## config.mk

```make
export PLATFORM = sky130hd
export DESIGN_NAME = mips_cpu_muldiv
export DESIGN_NICKNAME = d
export VERILOG_FILES = /design/src/rtl/mips_cpu_muldiv_pkg.sv /design/src/rtl/mips_cpu_muldiv_step.sv /design/src/rtl/mips_cpu_muldiv.sv
export SDC_FILE = /design/constraint.sdc
export NUM_CORES = 1
export LEC_CHECK = 0
export BUFFER_PORTS_ARGS = -buffer_cell sky130_fd_sc_hd__buf_4
export CAP_MARGIN = 25
export CORE_ASPECT_RATIO = 0.75
export CORE_MARGIN = 2
export CORE_UTILIZATION = 35
export DETAILED_ROUTE_END_ITERATION = 7
export GPL_ROUTABILITY_DRIVEN = 0
export HOLD_SLACK_MARGIN = 0.12
export MAX_ROUTING_LAYER = met4
export PLACE_DENSITY = 0.59
export SETUP_SLACK_MARGIN = 0.05
export SYNTH_ARGS = -nofsm -noshare
export SYNTH_HDL_FRONTEND = slang
export SYNTH_HIERARCHICAL = 1
export SYNTH_SLANG_ARGS = --single-unit
```

## constraint.sdc

```tcl
create_clock -name clk -period 4.6 [get_ports clk]
set_input_delay 0.46 -clock clk [delete_from_list [all_inputs] [get_ports clk]]
set_output_delay 0.46 -clock clk [all_outputs]
set_load 0.01 [all_outputs]
```

## src/rtl/mips_cpu_muldiv_pkg.sv

```systemverilog
// Shared types and constants for the iterative MIPS multiply/divide unit.
// Latency: n/a (package only).
// Backpressure: n/a (package only).
// Contents: op encoding, FSM states, iteration count, divide-by-zero quotient, magnitude helper.
package mips_cpu_muldiv_pkg;

    typedef enum logic [1:0] {
        OP_MULT  = 2'b00,
        OP_MULTU = 2'b01,
        OP_DIV   = 2'b10,
        OP_DIVU  = 2'b11
    } op_e;

    typedef enum logic [1:0] {
        ST_IDLE,
        ST_RUN,
        ST_FIX,
        ST_DONE
    } state_e;

    localparam int          ITERATIONS = 32;
    localparam logic [31:0] DIV0_LO    = 32'hFFFFFFFF;

    // 33-bit magnitude so that |0x80000000| stays representable.
    function automatic logic [32:0] magnitude(input logic [31:0] x, input logic is_signed);
        return (is_signed && x[31]) ? (33'd0 - {x[31], x}) : {1'b0, x};
    endfunction

endpackage

```

## src/rtl/mips_cpu_muldiv_step.sv

```systemverilog
// One combinational iteration: shift-add (multiply) or restoring shift-subtract (divide).
// Latency: 0 cycles (pure combinational).
// Backpressure: none; evaluated every RUN cycle by the parent.
// Ports: is_div selects the step kind; acc_in/acc_out are the 64-bit {hi, lo} accumulator;
//        operand is the 33-bit multiplicand or divisor magnitude.
module mips_cpu_muldiv_step (
    input  logic        is_div,
    input  logic [63:0] acc_in,
    input  logic [32:0] operand,
    output logic [63:0] acc_out
);

    logic [32:0] sum;
    logic [32:0] shifted;
    logic [32:0] diff;
    logic        ge;

    always_comb begin
        // Multiply: add multiplicand to the upper half when the current multiplier
        // bit (acc[0]) is set, then shift the whole accumulator right by one.
        sum     = {1'b0, acc_in[63:32]} + (acc_in[0] ? operand : 33'd0);
        // Divide: shift the next dividend bit into the partial remainder.
        shifted = {acc_in[63:32], acc_in[31]};
        diff    = shifted - operand;
        // Remainder < divisor < 2^32, so shifted < 2^33. If its top bit is set it
        // is certainly >= divisor; otherwise diff[32] is the sign of shifted - divisor.
        ge      = shifted[32] | ~diff[32];
        if (is_div) begin
            acc_out = ge ? {diff[31:0], acc_in[30:0], 1'b1}
                         : {shifted[31:0], acc_in[30:0], 1'b0};
        end else begin
            acc_out = {sum, acc_in[31:1]};
        end
    end

endmodule

```

## src/rtl/mips_cpu_muldiv.sv

```systemverilog
// Iterative MULT/MULTU/DIV/DIVU unit feeding the HI/LO register file.
// Latency: start edge T -> done in cycle T+34 (T+1 for multiplies when MIPS_CPU_MULDIV_FAST_MULT_EN is defined).
// Backpressure: start is accepted only when busy=0 (IDLE or DONE); start while busy is ignored.
// Ports: clk, reset (sync, active-low), start/op/a/b request, busy, done pulse (HI/LO write enable),
//        result_lo (product low / quotient), result_hi (product high / remainder).
// Option: MIPS_CPU_MULDIV_FAST_MULT_EN enables a single-cycle multiplier for MULT/MULTU.
module mips_cpu_muldiv
    import mips_cpu_muldiv_pkg::*;
#(
    parameter int WIDTH = 32
) (
    input  logic             clk,
    input  logic             reset,
    input  logic             start,
    input  logic [1:0]       op,
    input  logic [WIDTH-1:0] a,
    input  logic [WIDTH-1:0] b,
    output logic             busy,
    output logic             done,
    output logic [WIDTH-1:0] result_lo,
    output logic [WIDTH-1:0] result_hi
);

    state_e      state, state_nxt;
    logic [4:0]  cnt;
    logic [63:0] acc;
    logic [63:0] step_out;
    logic [32:0] operand;
    logic        is_div;
    logic        neg_lo;
    logic        neg_hi;
    logic        div0;

    logic        accept;
    logic        fast_go;
    logic        op_signed;
    logic [32:0] mag_a;
    logic [32:0] mag_b;
    logic [63:0] prod;
    logic [31:0] fix_lo;
    logic [31:0] fix_hi;

    assign accept    = start && (state == ST_IDLE || state == ST_DONE);
    assign op_signed = ~op[0];
    assign mag_a     = magnitude(a, op_signed);
    assign mag_b     = magnitude(b, op_signed);
    assign busy      = (state == ST_RUN) || (state == ST_FIX);
    assign done      = (state == ST_DONE);

`ifdef MIPS_CPU_MULDIV_FAST_MULT_EN
    logic [63:0] fast_prod;
    assign fast_go   = accept && !op[1];
    assign fast_prod = op_signed ? ($signed({{32{a[31]}}, a}) * $signed({{32{b[31]}}, b}))
                                 : ({32'd0, a} * {32'd0, b});
`else
    assign fast_go   = 1'b0;
`endif

    mips_cpu_muldiv_step u_step (
        .is_div  (is_div),
        .acc_in  (acc),
        .operand (operand),
        .acc_out (step_out)
    );

    // State register.
    always_ff @(posedge clk) begin
        if (!reset) begin
            state <= ST_IDLE;
        end else begin
            state <= state_nxt;
        end
    end

    // Next-state logic.
    always_comb begin
        state_nxt = state;
        case (state)
            ST_IDLE,
            ST_DONE: begin
                if (accept) begin
                    state_nxt = fast_go ? ST_DONE : ST_RUN;
                end else begin
                    state_nxt = ST_IDLE;
                end
            end
            ST_RUN: begin
                if (cnt == 5'(ITERATIONS - 1)) begin
                    state_nxt = ST_FIX;
                end
            end
            ST_FIX:  state_nxt = ST_DONE;
            default: state_nxt = ST_IDLE;
        endcase
    end

    // Sign correction applied in FIX. A zero divisor forces the all-ones quotient;
    // the remainder path already yields a (|a| re-signed by a[31]).
    always_comb begin
        prod   = neg_lo ? (64'd0 - acc) : acc;
        fix_lo = prod[31:0];
        fix_hi = prod[63:32];
        if (is_div) begin
            fix_lo = div0   ? DIV0_LO : (neg_lo ? (32'd0 - acc[31:0]) : acc[31:0]);
            fix_hi = neg_hi ? (32'd0 - acc[63:32]) : acc[63:32];
        end
    end

    // Datapath registers.
    always_ff @(posedge clk) begin
        if (!reset) begin
            acc       <= 64'd0;
            operand   <= 33'd0;
            cnt       <= 5'd0;
            is_div    <= 1'b0;
            neg_lo    <= 1'b0;
            neg_hi    <= 1'b0;
            div0      <= 1'b0;
            result_lo <= '0;
            result_hi <= '0;
        end else begin
            if (accept) begin
                cnt    <= 5'd0;
                is_div <= op[1];
                if (op[1]) begin
                    // Divide: dividend in the low half, remainder builds in the high half.
                    acc     <= {32'd0, mag_a[31:0]};
                    operand <= mag_b;
                    neg_lo  <= op_signed & (a[31] ^ b[31]);
                    neg_hi  <= op_signed & a[31];
                    div0    <= (b == '0);
                end else begin
                    // Multiply: multiplier in the low half, consumed LSB first.
                    acc     <= {32'd0, mag_b[31:0]};
                    operand <= mag_a;
                    neg_lo  <= op_signed & (a[31] ^ b[31]);
                    neg_hi  <= 1'b0;
                    div0    <= 1'b0;
                end
            end else if (state == ST_RUN) begin
                acc <= step_out;
                cnt <= cnt + 5'd1;
            end

            if (state == ST_FIX) begin
                result_lo <= fix_lo;
                result_hi <= fix_hi;
            end
`ifdef MIPS_CPU_MULDIV_FAST_MULT_EN
            if (fast_go) begin
                result_lo <= fast_prod[31:0];
                result_hi <= fast_prod[63:32];
            end
`endif
        end
    end

endmodule

```

Word-level counts from Yosys, hierarchy flattened

Index checks and enable logic that the tools add are counted.

Eq/ne operators: 5
Bitwise gates (word level): 7
Multiplexer cells: 20
Reduce and logical (&&, ||, !) cells: 10
$add $sub $neg: 8

Operator list:

| operator                | number |
|---|---|
| $mux W64                | 5 |
| $mux W32                | 6 |
| $mux W33                | 4 |
| $sub A1 B32 Y33 const A | 2 |
| $sub A1 B32 Y32 const A | 2 |
| $sub A1 B64 Y64 const A | 1 |
| $add A32 B33 Y33        | 1 |
| $sub A33 B33 Y33        | 1 |
| $logic_not A32 Y1       | 1 |
| $pmux W2 S3             | 1 |
| $add A5 B1 Y5 const B   | 1 |
| $eq A5 B5 Y1 const B    | 1 |
| $eq A2 B2 Y1 const B    | 2 |
| $reduce_or A2 Y1        | 2 |
| $logic_and A1 B1 Y1     | 3 |
| $mux W1                 | 3 |
| $not A1 Y1              | 3 |
| $and A1 B1 Y1           | 2 |
| $eq A2 B1 Y1 const B    | 1 |
| $logic_not A2 Y1        | 1 |
| $logic_or A1 B1 Y1      | 2 |
| $mux W2                 | 1 |
| $ne A2 B1 Y1 const B    | 1 |
| $reduce_bool A2 Y1      | 1 |
| 2 further kinds         | 2 |

Register bits after elaboration: 172
Input port bits: 69
Output and inout port bits: 66
Logic and storage cells: 60

Depth between registers and ports, before layout

Gate-level depths: netlist of run 1.

Depth in word-level cells: 7
Mapped depth: 15

By module

Netlist of run 1, hierarchy kept.

Modules (own cells, without submodules):

| module               | instances | sequential area each (um2) | area each (um2) | cells each |
|---|---|---|---|---|
| mips_cpu_muldiv      | 1         | 3,443.3                    | 9,781.9         | 1,189 |
| mips_cpu_muldiv_step | 1         | 0.0                        | 4,767.1         | 707 |

Worst setup path before layout of run 1

No wires, ideal clock.

Path kind: register to register
Start point: register acc[0]
End point: register acc[63]
Setup slack: 1.491 ns
Setup time: 0.128 ns
Path buffers: 1
Arrival time: 2.981 ns
Cell stages (with the launch flop): 16
Period minus slack after synthesis: 3.109 ns
Cell sequence: dfxtp_1 -> clkbuf_1 -> and2_1 -> ha_1 -> fa_1 -> a21o_1 -> a22oi_1 -> a21oi_1 -> a31oi_1 -> a21oi_1 -> a211o_1 -> a31oi_1 -> xnor2_1 -> a2bb2oi_1 -> mux2i_1 -> nor2_1

Cells in the longest elaborated chain, start to end: 5

Ends and longest elaborated chain:

| element                | RTL line                   | RTL |
|---|---|---|
| start, declared        | mips_cpu_muldiv.sv:26      | `logic [63:0] acc;` |
| start signal, assigned | mips_cpu_muldiv.sv:127     | `acc <= {32'd0, mag_a[31:0]};` |
| start signal, assigned | mips_cpu_muldiv.sv:134     | `acc <= {32'd0, mag_b[31:0]};` |
| start signal, assigned | mips_cpu_muldiv.sv:141     | `acc <= step_out;` |
| $mux W33               | mips_cpu_muldiv_step.sv:21 | `sum = {1'b0, acc_in[63:32]} + (acc_in[0] ? operand : 33'd0);` |
| $add A32 B33 Y33       | mips_cpu_muldiv_step.sv:21 |  |
| $mux W64               | mips_cpu_muldiv_step.sv:28 | `if (is_div) begin` |
| via step_out[63]       | mips_cpu_muldiv.sv:27      | `logic [63:0] step_out;` |
| $mux W64               | mips_cpu_muldiv.sv:140     | `end else if (state == ST_RUN) begin` |
| $mux W64               | mips_cpu_muldiv.sv:122     | `if (accept) begin` |

The timed path passes the listed nets, and every way through them passes these cells. The select of a mux whose other input is x is not followed.
A chain may end at the register's enable or synchronous reset.

Worst setup path after layout of run 1

Start point: register acc[31]
End point: register acc[60]

Cells in the longest elaborated chain, start to end: 7

Ends and longest elaborated chain:

| element            | RTL line                   | RTL |
|---|---|---|
| $sub A33 B33 Y33 * | mips_cpu_muldiv_step.sv:24 | `diff = shifted - operand;` |
| $not A1 Y1         | mips_cpu_muldiv_step.sv:27 | `ge = shifted[32] \| ~diff[32];` |
| $or A1 B1 Y1       | mips_cpu_muldiv_step.sv:27 |  |
| $mux W64 *         | mips_cpu_muldiv_step.sv:29 | `acc_out = ge ? {diff[31:0], acc_in[30:0], 1'b1}` |
| $mux W64 *         | mips_cpu_muldiv_step.sv:28 |  |
| via step_out[60]   | mips_cpu_muldiv.sv:27      |  |
| $mux W64 *         | mips_cpu_muldiv.sv:140     |  |
| $mux W64 *         | mips_cpu_muldiv.sv:122     |  |

Mark *: on every way through the listed nets, which the timed path passes. The rest lies on a longest branch. The select of a mux whose other input is x is not followed.

==> impl_table.tex, run 1 <==
\begin{tabular}{lr}
\hline
Metric & Value \\
\hline
\multicolumn{2}{l}{\textbf{Global routing}} \\
\quad Via count of the first global-routing pass & 13.4k \\
\quad Pin count of the biggest net entering global routing & 87 \\
\quad Wire length of the first global-routing pass & 81000 um \\
\quad GR Overflow Total & 0 \\
\quad Total global routing track utilization & 24.7\% \\
\quad Initial antenna violation count & 1 \\
\multicolumn{2}{l}{\textbf{Clock network}} \\
\quad Clock Sinks & 172 \\
\quad Max Root-Sink Buffers & 2 \\
\quad Post-CTS setup buffers & 0 \\
\quad Clock latency on the worst-skew pair & 0.45 ns \\
\quad Hold bufs inserted after CTS & 0 \\
\quad H-tree depth reported by CTS & 4 \\
\quad TritonCTS clock tree & yes \\
\quad Clock-pin slew reported for the worst setup and hold paths after clock tree synthesis & 0.08 ns \\
\quad CTS-repair resized insts & 0 \\
\quad Clock buffers created by TritonCTS & 17 \\
\quad Clock root buffer master & sky130\_fd\_sc\_hd\_\_clkbuf\_16 \\
\multicolumn{2}{l}{\textbf{Timing}} \\
\quad Setup-failing EPs final & 0 \\
\quad Unrepaired setup endpoints after global routing & false \\
\quad Count of final max-slew check failures & 0 \\
\quad Worst setup skew after layout & 0.0183 ns \\
\quad Final period util & 83.0\% \\
\quad Final count of hold timing violations & 0 \\
\quad Shortest clock period the worst path allows after layout & 3.82 ns \\
\quad Final hold slack & 0.392 ns \\
\quad Worst-Margin Slew & 0.990 ns \\
\quad TNS Setup & 0 ns \\
\quad Peak clock frequency supported by timing & 262 MHz \\
\quad Normalized max-slew margin & 34.0\% \\
\quad Crit path setup slack, layout & 0.782 ns \\
\multicolumn{2}{l}{\textbf{Power}} \\
\quad Sw power & 3.64 mW \\
\quad Leakage power of the design & 6.74 nW \\
\quad Clock network fraction of design power & 19.4\% \\
\quad Part of the total power dissipated in combinational logic & 51.6\% \\
\quad Worst-case vdd ir drop & 0.265 mV \\
\quad Internal power contribution & 4.24 mW \\
\quad Reg power frac & 29.0\% \\
\quad Ratio of total power to cell area & 472 mW/mm\^{}2 \\
\quad Net switching share of the total power & 46.2\% \\
\multicolumn{2}{l}{\textbf{Worst setup path}} \\
\quad Worst Path Required & 4.93 ns \\
\quad Startpoint type of the worst setup path & flop \\
\quad Slowest cell delay on critical path & 0.58 ns \\
\quad Endpoint class of the critical path & flop \\
\quad CP top delay family & compound AO/OA/AOI/OAI gates \\
\quad WS Path Type & flop to flop \\
\quad Maximum net fanout on the critical path & 8 \\
\quad Cell-by-cell trace of the critical path & inv\_1, ha\_1, fa\_1, nand2b\_1, a21oi\_1, o21ai\_1, o21ai\_1, a31oi\_1, or4b\_1, a41oi\_1, mux2i\_1, mux2i\_1, nor2\_1 \\
\quad Buf/Inv on CP & 1 \\
\quad Data arrival, critical path & 4.15 ns \\
\quad Slowest stage cell on the critical path & sky130\_fd\_sc\_hd\_\_or4b\_1 \\
\multicolumn{2}{l}{\textbf{Detailed routing}} \\
\quad Antenna viol nets, final & 0 \\
\quad Detailed-route vias per instance & 5.92 \\
\quad Routed wirelength normalized by instance count & 21.0 um \\
\quad Pre-Repair DR Iteration Count & 6 \\
\quad Final routed wirelength across all metal layers & 53500 um \\
\quad Initial detailed-routing violation count & 1834 \\
\quad DR vias & 15.1k \\
\quad DRC violations left & 0 \\
\multicolumn{2}{l}{\textbf{Synth}} \\
\quad Synthesized area per cell & 7.67 um\^{}2 \\
\quad Cells after synthesis & 1896 \\
\quad Number of synthesis warnings & 6 \\
\quad Synthesized flop and latch total & 172 \\
\quad Ys async rst share & 0\% \\
\quad Main combinational cell family by area after synthesis & compound AO/OA/AOI/OAI gates \\
\quad Syn\_nets & 2040 \\
\quad Area fraction in compound gates after synthesis & 25.8\% \\
\quad Fraction of the mapped netlist area in adder cells & 6.55\% \\
\quad Simple logic cell fraction of the synthesized area & 20.0\% \\
\quad Mux share of post-synthesis cell area & 9.03\% \\
\quad Post-synthesis sequential area ratio & 23.7\% \\
\quad Netlist area before placement & 0.0145 mm\^{}2 \\
\quad Count of flip-flops with a built-in enable after synthesis & 0 \\
\quad Area share of xor/xnor cells in the synthesized design & 10.2\% \\
\quad Post-synth top flop & sky130\_fd\_sc\_hd\_\_dfxtp\_1 \\
\quad Number of distinct standard cells referenced by the synthesized netlist & 82 \\
\multicolumn{2}{l}{\textbf{Place}} \\
\quad Port Buffers & 134 \\
\quad DP Area & 0.0161 mm\^{}2 \\
\quad Pre-CTS worst setup slack & 0.828 ns \\
\quad HPWL Detailed & 41500 um \\
\multicolumn{2}{l}{\textbf{Flow run}} \\
\quad Max-capacitance violation count & 0 \\
\multicolumn{2}{l}{\textbf{Final layout}} \\
\quad Sequential Area & 0.00345 mm\^{}2 \\
\quad Leading cell types in the layout, fill and taps excluded & sky130\_fd\_sc\_hd\_\_a21oi\_1 (173), sky130\_fd\_sc\_hd\_\_dfxtp\_1 (171), sky130\_fd\_sc\_hd\_\_nand2\_1 (166), sky130\_fd\_sc\_hd\_\_buf\_4 (165), sky130\_fd\_sc\_hd\_\_nor2\_1 (149) \\
\quad Commonest non-fill, non-tap cell in the layout & sky130\_fd\_sc\_hd\_\_a21oi\_1 \\
\quad Area overhead of the layout relative to synthesis & 14.8\% \\
\quad Total number of nets in the final design & 2118 \\
\quad Core utilization of the finished layout & 40.8\% \\
\quad Proportion of layout cells with a drive suffix above 1 & 13.6\% \\
\quad Fillcell total & 4173 \\
\quad Cell area after layout & 0.0167 mm\^{}2 \\
\quad Multi-input gate area in the final layout & 0.0104 mm\^{}2 \\
\multicolumn{2}{l}{\textbf{Floorplan}} \\
\quad Rows & 64 \\
\quad Die X & 239 um \\
\quad Ports placed on the boundary & 135 \\
\quad Floorplan Core Area & 0.0409 mm\^{}2 \\
\quad Overall die area & 0.0432 mm\^{}2 \\
\quad Initial standard-cell utilization of the core & 35.6\% \\
\quad Die span in y & 181 um \\
\multicolumn{2}{l}{\textbf{Min path}} \\
\quad Type of the most critical hold path & input port to flop \\
\multicolumn{2}{l}{\textbf{Run status}} \\
\quad Run status & complete, no violations \\
\hline
\end{tabular}
-- power by group through the flow --
| stage | registers, mW | logic, mW | clock network (mW) |
|---|---|---|---|
| floorplan | 2.14 | 2.79 | 0 |
| global placement | 2.28 | 3.92 | 0 |
| finish | 2.29 | 4.07 | 1.53 |
| CTS | 2.26 | 3.98 | 1.54 |
| global route | 2.32 | 4.41 | 1.61 |
| detailed placement | 2.30 | 3.95 | 0 |
-- cell families (layout without fill, tap and decap cells) --
group / Yosys count / in the layout
AO/OA/AOI/OAI: 591 / 591
AND/OR/NAND/NOR: 586 / 586
buffers and inverters: 178 / 269
flip-flops: 172 / 172
XOR/XNOR: 169 / 169
multiplexers: 125 / 125
adder cells (fa/ha/maj): 75 / 75
other: 0 / 1
-- final timing paths --
check                             startpoint      endpoint  slack (ns)  depth (start not counted)
worst min register to register  result_hi[1]  result_hi[1]        0.45                          2
worst max-delay path                 acc[31]       acc[60]        0.78                         13
worst max register to register       acc[31]       acc[60]        0.78                         13
worst min-delay path                   b[27]   operand[27]        0.39                          3
-- metal layers --
| metal | global-route usage, % | vias to the layer above | share of wire, % |
|---|---|---|---|
| li1 | - | 7089 | - |
| met1 | 37.8 | 7167 | 48 |
| met2 | 32.2 | 781 | 39 |
| met3 | 6.42 | 44 | 11 |
| met4 | 3.68 | 0 | 1.1 |
| met5 | - | - | 0 |
-- registers in the layout, summed over array words and instances, names as in the netlist --
| signal | count |
|---|---|
| acc | 64 |
| operand | 33 |
| result_hi | 32 |
| result_lo | 32 |
| cnt | 5 |
| state | 2 |
| div0 | 1 |
| is_div | 1 |
| neg_hi | 1 |
| neg_lo | 1 |
-- worst min-delay path, cell delays in order --
cell	delay, ns
sky130_fd_sc_hd__buf_4	0.10
sky130_fd_sc_hd__xor2_1	0.10
sky130_fd_sc_hd__o21ai_0	0.14
-- cells in the mapped netlist (14+ instances only) --
cell                       instances  area (um^2)
sky130_fd_sc_hd__a211oi_1         15          113
sky130_fd_sc_hd__o221ai_1         18          158
sky130_fd_sc_hd__and3_1           17          106
sky130_fd_sc_hd__nor4_1           23          144
sky130_fd_sc_hd__buf_1            14         52.6
sky130_fd_sc_hd__dfxtp_1         172         3440
sky130_fd_sc_hd__nor2b_1          16          100
sky130_fd_sc_hd__nand2_1         166          623
sky130_fd_sc_hd__a31oi_1          29          181
sky130_fd_sc_hd__a21o_1           31          233
sky130_fd_sc_hd__inv_1            69          259
sky130_fd_sc_hd__and2_1           42          263
sky130_fd_sc_hd__mux2i_1          84          841
sky130_fd_sc_hd__clkbuf_1         80          300
sky130_fd_sc_hd__nand3_1          42          210
sky130_fd_sc_hd__a21oi_1         174          871
sky130_fd_sc_hd__or3_1            14         87.6
sky130_fd_sc_hd__nor2_1          149          559
sky130_fd_sc_hd__nand4_1          21          131
sky130_fd_sc_hd__o31ai_1          27          203
sky130_fd_sc_hd__mux2_2           37          417
sky130_fd_sc_hd__xor2_1           89          780
sky130_fd_sc_hd__o21ai_0         145          726
sky130_fd_sc_hd__o211ai_1         24          180
sky130_fd_sc_hd__nor3_1           31          155
sky130_fd_sc_hd__ha_1             73          913
sky130_fd_sc_hd__xnor2_1          80          701
-- final cells by class --
class,instances,area share (%)
clock inverters,12,0.907
diodes,1,0.0150
flip-flops and latches,172,20.6
repair buffers,166,7.48
inverters,71,1.60
clock buffers,20,2.73
multi-input cells,1546,62.4
well taps,561,4.20
-- stage by stage --
step / instances / power, mW
detailed placement: 2516 / 6.25
finish: 2549 / 7.89
global placement: 2515 / 6.20
CTS: 2548 / 7.79
global route: 2549 / 8.34
floorplan: 1896 / 4.94
No activity file was read; power rests on OpenSTA's default activity.
==> run 2: changes to the inputs <==
--- a/config.mk
+++ b/config.mk
@@ -14,7 +14,7 @@
 export GPL_ROUTABILITY_DRIVEN = 0
 export HOLD_SLACK_MARGIN = 0.12
 export MAX_ROUTING_LAYER = met4
-export PLACE_DENSITY = 0.59
+export PLACE_DENSITY = 0.61
 export SETUP_SLACK_MARGIN = 0.05
 export SYNTH_ARGS = -nofsm -noshare
 export SYNTH_HDL_FRONTEND = slang
==> constraint.sdc (replaced) <==
create_clock -name clk -period 3.1 [get_ports clk]
set_input_delay 0.31 -clock clk [delete_from_list [all_inputs] [get_ports clk]]
set_output_delay 0.31 -clock clk [all_outputs]
set_load 0.01 [all_outputs]
==> impl_table.tex, run 2 (synthesis gave the netlist of run 1 again) <==
\begin{tabular}{lr}
\hline
Metric & Value \\
\hline
\multicolumn{2}{l}{\textbf{Run status}} \\
\quad Run status & finished, violations left \\
\quad Failing checks & setup timing \\
\multicolumn{2}{l}{\textbf{Final layout}} \\
\quad Leading cell types in the layout, fill and taps excluded & sky130\_fd\_sc\_hd\_\_buf\_4 (351), sky130\_fd\_sc\_hd\_\_nand2\_1 (159), sky130\_fd\_sc\_hd\_\_a21oi\_1 (152), sky130\_fd\_sc\_hd\_\_nor2\_1 (146), sky130\_fd\_sc\_hd\_\_dfxtp\_1 (139) \\
\quad Largest Register & acc \\
\quad Max FFs per register & 64 \\
\quad Commonest non-fill, non-tap cell in the layout & sky130\_fd\_sc\_hd\_\_buf\_4 \\
\quad Total number of nets in the final design & 2326 \\
\quad Cell area after layout & 0.0191 mm\^{}2 \\
\quad Proportion of layout cells with a drive suffix above 1 & 27.7\% \\
\quad Biggest registers after layout & acc x64, operand x33 \\
\quad Area overhead of the layout relative to synthesis & 31.2\% \\
\multicolumn{2}{l}{\textbf{Worst setup path}} \\
\quad Endpoint class of the critical path & flop \\
\quad Buf/Inv on CP & 4 \\
\quad Startpoint type of the worst setup path & flop \\
\quad Slowest cell delay on critical path & 0.37 ns \\
\quad WS Path Type & flop to flop \\
\quad Data arrival, critical path & 3.49 ns \\
\quad Worst Path Required & 3.45 ns \\
\quad Maximum net fanout on the critical path & 7 \\
\quad Cell-by-cell trace of the critical path & inv\_1, ha\_4, nand4\_1, nor3\_2, a22oi\_1, a31oi\_1, a211oi\_2, mux2i\_4, buf\_8, buf\_4, clkbuf\_16, o211ai\_1, o21ai\_0, mux2i\_1, nor2\_1 \\
\quad Slowest stage cell on the critical path & sky130\_fd\_sc\_hd\_\_dfxtp\_2 \\
\quad CP top delay family & compound AO/OA/AOI/OAI gates \\
\multicolumn{2}{l}{\textbf{Timing}} \\
\quad Final period util & 101\% \\
\quad TNS Setup & -0.152 ns \\
\quad Crit path setup slack, layout & -0.0395 ns \\
\quad Final hold slack & 0.200 ns \\
\quad Setup-failing EPs final & 7 \\
\quad Count of final max-slew check failures & 0 \\
\quad Worst-Margin Slew & 0.931 ns \\
\quad Shortest clock period the worst path allows after layout & 3.14 ns \\
\quad Unrepaired setup endpoints after global routing & true \\
\quad Peak clock frequency supported by timing & 319 MHz \\
\quad Normalized max-slew margin & 37.4\% \\
\quad Worst setup skew after layout & 0.0104 ns \\
\quad Final count of hold timing violations & 0 \\
\multicolumn{2}{l}{\textbf{Clock network}} \\
\quad Clock Sinks & 172 \\
\quad Max Root-Sink Buffers & 2 \\
\quad Clock root buffer master & sky130\_fd\_sc\_hd\_\_clkbuf\_16 \\
\quad Clock buffers created by TritonCTS & 17 \\
\quad H-tree depth reported by CTS & 4 \\
\quad Clock latency on the worst-skew pair & 0.46 ns \\
\quad Clock-pin slew reported for the worst setup and hold paths after clock tree synthesis & 0.07 ns \\
\quad TritonCTS clock tree & yes \\
\multicolumn{2}{l}{\textbf{Place}} \\
\quad HPWL Detailed & 45300 um \\
\quad Port Buffers & 134 \\
\quad DP Area & 0.0175 mm\^{}2 \\
\multicolumn{2}{l}{\textbf{Floorplan}} \\
\quad Rows & 64 \\
\quad Die X & 239 um \\
\quad Ports placed on the boundary & 135 \\
\quad Initial standard-cell utilization of the core & 35.6\% \\
\quad Floorplan Core Area & 0.0409 mm\^{}2 \\
\quad Overall die area & 0.0432 mm\^{}2 \\
\quad Die span in y & 181 um \\
\multicolumn{2}{l}{\textbf{Detailed routing}} \\
\quad Detailed-route vias per instance & 5.84 \\
\quad Routed wirelength normalized by instance count & 21.3 um \\
\quad Final routed wirelength across all metal layers & 58800 um \\
\quad DR vias & 16.1k \\
\quad DRC violations left & 0 \\
\quad Initial detailed-routing violation count & 2071 \\
\quad Antenna viol nets, final & 0 \\
\quad Pre-Repair DR Iteration Count & 6 \\
\multicolumn{2}{l}{\textbf{Global routing}} \\
\quad Total global routing track utilization & 26.6\% \\
\quad Via count of the first global-routing pass & 14.4k \\
\quad Pin count of the biggest net entering global routing & 62 \\
\quad Wire length of the first global-routing pass & 86600 um \\
\quad Initial antenna violation count & 1 \\
\quad GR Overflow Total & 0 \\
\multicolumn{2}{l}{\textbf{Power}} \\
\quad Worst-case vdd ir drop & 0.451 mV \\
\quad Ratio of total power to cell area & 708 mW/mm\^{}2 \\
\quad Leakage power of the design & 7.86 nW \\
\multicolumn{2}{l}{\textbf{Min path}} \\
\quad Type of the most critical hold path & input port to flop \\
\multicolumn{2}{l}{\textbf{Flow run}} \\
\quad Max-capacitance violation count & 0 \\
\hline
\end{tabular}
==> run 2: cell types whose count changed in the layout (fill, tap and decap cells not counted), moves of 13 or more <==
cell / previous run / this run
sky130_fd_sc_hd__buf_4: 165 / 351
sky130_fd_sc_hd__dfxtp_1: 171 / 139
sky130_fd_sc_hd__ha_4: 1 / 16
sky130_fd_sc_hd__ha_1: 71 / 44
sky130_fd_sc_hd__dfxtp_2: 0 / 27
sky130_fd_sc_hd__o21ai_0: 145 / 129
sky130_fd_sc_hd__a21oi_1: 173 / 152
sky130_fd_sc_hd__o21ai_1: 13 / 26
sky130_fd_sc_hd__a21oi_2: 3 / 21
==> run 2: final timing paths <==
check | from | to | slack, ns | cells past startpoint
max | operand[25] | acc[47] | -0.04 | 15
min | b[27] | operand[27] | 0.20 | 3
max reg2reg | operand[25] | acc[47] | -0.04 | 15
min reg2reg | result_hi[1] | result_hi[1] | 0.45 | 2
==> run 2: metal layers <==
| layer | wire (um) | GRT usage (%) | share of wire (%) | up-vias |
|---|---|---|---|---|
| met4 | 1160 | 5.85 | 2.0 | 0 |
| met3 | 7290 | 8.15 | 12 | 102 |
| li1 | - | - | - | 7513 |
| met1 | 26800 | 38.5 | 46 | 7611 |
| met2 | 23500 | 35.3 | 40 | 888 |
| met5 | 0 | - | 0 | - |
==> run 2: timing repair <==
action,in CTS,in global routing
endpoints found under the setup margin,30,34
buffers inserted,15,16
pin swaps,16,54
cloned,1,2
gates resized for setup,82,101
hold buffers,0,0
==> run 2: layout make-up <==
type,count,area [um^2]
Multi-Input combinational cell,1546,11000
Tap cell,561,702
Inverter,71,267
Timing Repair Buffer,374,3000
Fill cell,3949,21800
Clock buffer,20,447
Clock inverter,12,178
Sequential cell,172,3500
Antenna cell,2,5.00
==> run 2: metrics by stage <==
| stage | util, % | setup slack [ns] | cells | power, mW |
|---|---|---|---|---|
| 2_1_floorplan | - | 0.0399 | 1896 | 7.32 |
| 3_3_place_gp | 42.7 | -0.0921 | 2691 | 10.1 |
| 3_5_place_dp | 42.7 | -0.158 | 2692 | 10.2 |
| 4_1_cts | 45.3 | 0.0198 | 2739 | 12.8 |
| 5_1_grt | 46.7 | -0.158 | 2756 | 14.2 |
| 6_report | 46.7 | -0.0395 | 2758 | 13.5 |
==> run 2: worst min-delay path, delay by kind of cell <==
| kind | cells | cell delay, ns |
|---|---|---|
| xor gates and xnor gates | 1 | 0.09 |
| buffers and inverters | 1 | 0.10 |
| AOI/OAI and AO/OA | 1 | 0.13 |
==> run 2: power by group <==
group	internal, mW	switching, mW
Clock	1.32	1.04
Combinational	3.48	4.45
Sequential	2.71	0.537
